$ cat config.mk
export PLATFORM = sky130hd
export DESIGN_NAME = wb_intercon_nslave
export DESIGN_NICKNAME = d
export VERILOG_FILES = /design/src/rtl/wb_intercon_pkg.sv /design/src/rtl/wb_addr_match.sv /design/src/rtl/wb_intercon_nslave.sv
export SDC_FILE = /design/constraint.sdc
export NUM_CORES = 1
export LEC_CHECK = 0
export BUFFER_PORTS_ARGS = -buffer_cell sky130_fd_sc_hd__buf_4
export CAP_MARGIN = 20
export CELL_PAD_IN_SITES_DETAIL_PLACEMENT = 0
export CELL_PAD_IN_SITES_GLOBAL_PLACEMENT = 1
export CORE_ASPECT_RATIO = 1.2
export CORE_MARGIN = 2
export CORE_UTILIZATION = 16
export CTS_BUF_LIST = sky130_fd_sc_hd__clkbuf_4 sky130_fd_sc_hd__clkbuf_8
export CTS_CLUSTER_SIZE = 25
export DETAILED_ROUTE_END_ITERATION = 6
export MAX_ROUTING_LAYER = met4
export PLACE_DENSITY = 0.95
export SLEW_MARGIN = 20
export SYNTH_ARGS = -nofsm -noshare
export SYNTH_HDL_FRONTEND = slang
export SYNTH_SLANG_ARGS = --single-unit
$ cat constraint.sdc
create_clock -name clk -period 2.19 [get_ports clk]
set_input_delay 0.438 -clock clk [delete_from_list [all_inputs] [get_ports clk]]
set_output_delay 0.438 -clock clk [all_outputs]
set_load 0.01 [all_outputs]
$ cat src/rtl/wb_intercon_pkg.sv
// wb_intercon_pkg: shared FSM encoding, default address map and timeout width for wb_intercon_nslave
package wb_intercon_pkg;
    localparam logic [1:0] ST_IDLE = 2'd0;
    localparam logic [1:0] ST_BUSY = 2'd1;
    localparam logic [1:0] ST_ERR  = 2'd2;
    localparam logic [15:0] RAM_BASE  = 16'h0000;
    localparam logic [15:0] RAM_MASK  = 16'h8000;
    localparam logic [15:0] UART_BASE = 16'hF000;
    localparam logic [15:0] UART_MASK = 16'hF000;
    localparam int TMO_W = 8;
endpackage

$ cat src/rtl/wb_addr_match.sv
// wb_addr_match: base/mask compare per slave, lowest index wins on overlap
module wb_addr_match #(
    parameter int N_SLV = 2,
    parameter int AW = 16,
    parameter logic [N_SLV*AW-1:0] SLV_BASE = '0,
    parameter logic [N_SLV*AW-1:0] SLV_MASK = '0
) (
    input  logic [AW-1:0]    adr,
    output logic [N_SLV-1:0] hit_oh
);
    logic [N_SLV-1:0] hit;
    for (genvar g = 0; g < N_SLV; g++) begin : g_cmp
        assign hit[g] = (adr & SLV_MASK[g*AW +: AW]) == (SLV_BASE[g*AW +: AW] & SLV_MASK[g*AW +: AW]);
    end
    // isolating the lowest set bit gives the priority-encoded one-hot select
    assign hit_oh = hit & (~hit + N_SLV'(1));
endmodule

$ cat src/rtl/wb_intercon_nslave.sv
// wb_intercon_nslave: single-master N-slave Wishbone decoder/mux; `define WB_TIMEOUT_EN adds a BUSY timeout
module wb_intercon_nslave
    import wb_intercon_pkg::*;
#(
    parameter int N_SLV = 2,
    parameter int AW = 16,
    parameter int DW = 16,
    parameter logic [N_SLV*AW-1:0] SLV_BASE = {UART_BASE, RAM_BASE},
    parameter logic [N_SLV*AW-1:0] SLV_MASK = {UART_MASK, RAM_MASK},
    parameter logic [N_SLV-1:0] SLV_FIXED = 2'b11,
    parameter int TIMEOUT = 255
) (
    input  logic                clk,
    input  logic                rst,
    input  logic                m_cyc_i,
    input  logic                m_stb_i,
    input  logic                m_we_i,
    input  logic [AW-1:0]       m_adr_i,
    input  logic [DW-1:0]       m_dat_i,
    output logic [DW-1:0]       m_dat_o,
    output logic                m_ack_o,
    output logic                m_err_o,
    output logic [N_SLV-1:0]    s_cyc_o,
    output logic                s_stb_o,
    output logic                s_we_o,
    output logic [AW-1:0]       s_adr_o,
    output logic [DW-1:0]       s_dat_o,
    input  logic [N_SLV*DW-1:0] s_dat_i,
    input  logic [N_SLV-1:0]    s_ack_i
);
    logic [1:0] state_q, state_d;
    logic [N_SLV-1:0] sel_q, sel_d, hit_oh, cyc;
    logic ack, err, busy_ack;
    logic [DW-1:0] dat;
`ifdef WB_TIMEOUT_EN
    logic [TMO_W-1:0] tmo_q, tmo_d;
`endif

    wb_addr_match #(.N_SLV(N_SLV), .AW(AW), .SLV_BASE(SLV_BASE), .SLV_MASK(SLV_MASK)) u_match (
        .adr(m_adr_i),
        .hit_oh(hit_oh)
    );

    // fixed slaves complete in their first BUSY cycle, the rest wait for their own ack
    assign busy_ack = |(sel_q & (SLV_FIXED | s_ack_i));

    // transaction FSM: accept in IDLE, complete/abort in BUSY, one-cycle error pulse in ERR
    always_comb begin
        state_d = state_q;
        sel_d = sel_q;
        cyc = '0;
        ack = 1'b0;
        err = 1'b0;
`ifdef WB_TIMEOUT_EN
        tmo_d = tmo_q;
`endif
        if (state_q == ST_IDLE) begin
            if (m_cyc_i && m_stb_i) begin
                cyc = hit_oh;
                sel_d = hit_oh;
                state_d = |hit_oh ? ST_BUSY : ST_ERR;
`ifdef WB_TIMEOUT_EN
                tmo_d = '0;
`endif
            end
        end else if (state_q == ST_BUSY) begin
            if (!m_cyc_i) begin
                state_d = ST_IDLE;
                sel_d = '0;
            end else begin
                cyc = sel_q;
                ack = busy_ack;
                if (busy_ack) begin
                    state_d = ST_IDLE;
                    sel_d = '0;
                end
`ifdef WB_TIMEOUT_EN
                else if (tmo_q == TMO_W'(TIMEOUT - 1)) begin
                    state_d = ST_ERR;
                    sel_d = '0;
                end else begin
                    tmo_d = tmo_q + 1'b1;
                end
`endif
            end
        end else begin
            err = state_q == ST_ERR;
            state_d = ST_IDLE;
            sel_d = '0;
        end
    end

    // AND-OR read mux; sel_q is zero outside BUSY so idle data reads back as 0
    always_comb begin
        dat = '0;
        for (int i = 0; i < N_SLV; i++) dat = dat | (s_dat_i[i*DW +: DW] & {DW{sel_q[i]}});
    end

    assign m_ack_o = ack & ~rst;
    assign m_err_o = err & ~rst;
    assign s_cyc_o = rst ? '0 : cyc;
    assign m_dat_o = rst ? '0 : dat;
    assign s_stb_o = m_stb_i;
    assign s_we_o = m_we_i;
    assign s_adr_o = m_adr_i;
    assign s_dat_o = m_dat_i;

    // state registers with synchronous reset
    always_ff @(posedge clk) begin
        if (rst) begin
            state_q <= ST_IDLE;
            sel_q <= '0;
`ifdef WB_TIMEOUT_EN
            tmo_q <= '0;
`endif
        end else begin
            state_q <= state_d;
            sel_q <= sel_d;
`ifdef WB_TIMEOUT_EN
            tmo_q <= tmo_d;
`endif
        end
    end
endmodule

==> metrics.md <==
| Metric | Value |
|---|---|
| Status | completed |
| DRC viols | 0 |
| Peak VDD IR | 154 uV |
| Vias in the first global route | 757 |
| Fillcell total | 481 |
| IO buf count | 64 |
| Final hold violation count | 0 |
| Clk pin slew, worst setup/hold paths | 0.03 ns |
| Yosys cell types | 22 |
| Post-Route Utilization | 23.9% |
| Hold Crit Start | m_cyc_i |
| Crit path DAT | 1.52 ns |
| Ratio of cells with drive above 1 in the final layout | 57.5% |
| Max-slew headroom | 77.3% |
| Pin count of the biggest net entering global routing | 20 |
| Cells after Synth | 98 |
| Tmin final | 1.95 ns |
| Drt total wl | 2190 um |
| Chip height | 75.6 um |
| CTS tree | yes |
| Syn avg cell area | 6.97 um2 |
| Synth async-reset ratio | 0% |
| Yosys reg bits | 4 |
| Net Count, Synth | 169 |
| Final setup fails | 0 |
| 1st-iter DRT viols | 10 |
| Vias/cell | 4.10 |
| Period utilization | 89.2% |
| Via count | 751 |
| Starting Density | 16.3% |
| CP Launch Type | primary input |
| Total track usage | 9.55% |
| CP delay by family, top | simple AND/OR/NAND/NOR gates |
| Max_cap viols | 0 |
| CP max-delay cell | or3_4 |
| Largest cells by area after synthesis | buf_4, a22oi_1, dfxtp_1, nor2_1, nand2_1 |
| CTS root buf | clkbuf_8 |
| CTS sink count | 4 |
| Critical Path Max Stage Delay | 0.37 ns |
| Post-CTS Hold Buffers | 0 |
| Critical path's most frequent cell | buf_4 |
| TNS Setup | 0 ns |
| Post-synth top flop | dfxtp_1 |
| Synth cell count leaders | buf_4, nor2_1, a22oi_1 |
| Die X-Extent | 63.7 um |
| Required @ worst endpoint | 1.75 ns |
| YS warnings | 0 |
| Worst slew pin tran | 0.340 ns |
| Setup bufs post-CTS | 0 |
| Cell row count | 26 |
| Setup WS post-layout | 0.236 ns |
| Initial antenna violation count | 0 |
| CTS Buf Count | 3 |
| Worst path bufs/invs | 2 |
| Core Box Area | 4200 um2 |
| Final HPWL DP | 1760 um |
| Clock Latency Late Sink | 0.22 ns |
| RSZ-0062 raised after global routing | false |
| Final GP Congestion | 0.679 |
| PD cells | 355 nW/um2 |
| Final layout net count | 200 |
| WL/cell | 12.0 um |
| Mapped Area | 683 um2 |
| Number of I/O pins | 125 |
| Maximum clock path buffer count | 2 |
| 1st-pass router iterations | 4 |
| Post_cts resized | 0 |
| Crit-path cells | buf_4 > or3_4 > or2_4 > o21ai_1 > buf_4 |
| Fin. max-slew vios | 0 |
| Antenna cells | 0 |
| Path type of the worst min-delay path | in2reg |
| Critical path type | in2out |
| First-pass GRT wire length | 3460 um |
| Crit-path max FO | 19 |
| Yosys top cell area share | 37.4% |
| Worst setup startpoint | rst |
| Seq/Total Area, Yosys | 11.7% |
| Most common cell in the synthesized netlist | buf_4 |
| Place WS | 0.217 ns |
| Crit Reg-Reg Startpoint | sel_q[0] |
| Depth of the CTS H-tree | 1 |
| Cell taking the most area after synthesis | buf_4 |
| Worst Skew | 0.00170 ns |
| Final antenna-violating net count | 0 |
| Grt ovf | 0 |
| Setup crit end kind | output pin |
| Die area | 4810 um2 |
| Synth-to-Final Area Change | 46.7% |
| Peak Freq | 512 MHz |
| Post-synth EDFFs | 0 |
| Leak | 0.468 nW |
metrics by stage:
step	total power, W	std cells	cell area (um2)	hold slack, ns
global placement	0.000204	180	961	0.549
floorplan	0.000184	98	683	0.518
global route	0.000380	183	1000	0.455
detailed placement	0.000206	180	961	0.557
finish	0.000356	183	1000	0.445
CTS	0.000363	183	1000	0.441
report_power, final:
part / total [W] / switching (W) / internal [W]
sequential: 0.0000809 / 0.00000468 / 0.0000762
clock: 0.000152 / 0.0000351 / 0.000117
combinational: 0.000123 / 0.0000472 / 0.0000761
total: 0.000356 / 0.0000870 / 0.000269
flip-flops by register name, summed over array words and instances, names as in the netlist:
name,flops
sel_q,2
state_q,2
area by class of cell:
cell class	count	area (um2)	share of cell area (%)
multi-input cells	54	315	31.5
repair buffers	66	495	49.4
clock buffers	3	41.3	4.12
well taps	56	70.1	6.99
flip-flops and latches	4	80.1	7.99
routing by layer:
layer / vias up / wire, um / GRT usage [%]
li1: 361 / - / -
met1: 330 / 830 / 9.45
met2: 50 / 1040 / 16.6
met3: 10 / 227 / 2.51
met4: 0 / 87 / 6.76
met5: - / 0 / -
worst paths after layout:
check | depth (start not counted) | to | slack (ns)
setup reg to reg | 3 | state_q[0] | 1.01
setup / recovery | 5 | s_cyc_o[0] | 0.24
hold reg to reg | 2 | sel_q[1] | 0.56
hold / removal | 2 | sel_q[0] | 0.44
cell usage in the layout, fill, tap and decap left out:
master and count:
a21oi_1 2, nand2_1 5, a22o_1 1, or2_1 1
o21ai_2 1, a311oi_1 1, clkbuf_8 3, or3_4 1
nand3_1 1, or2_4 1, nand4_1 1, a22oi_1 16
nor3b_1 1, dfxtp_1 4, and4bb_2 1, buf_4 66
o21ai_1 1, nor2_1 19, nor2b_1 1
cells by family (layout without fill, tap and decap cells):
group	Yosys count	after routing	share of synthesized area, %
buf+inv	40	69	42.1
simple gates	32	32	22.5
compound gates	22	22	23.6
flops	4	4	11.7
worst register-to-register path, cell delays in order (launching register included):
cell and delay, ns:
dfxtp_1 0.51, buf_4 0.25, nor2_1 0.08, a22o_1 0.22
(Power assumes the default switching activity.)
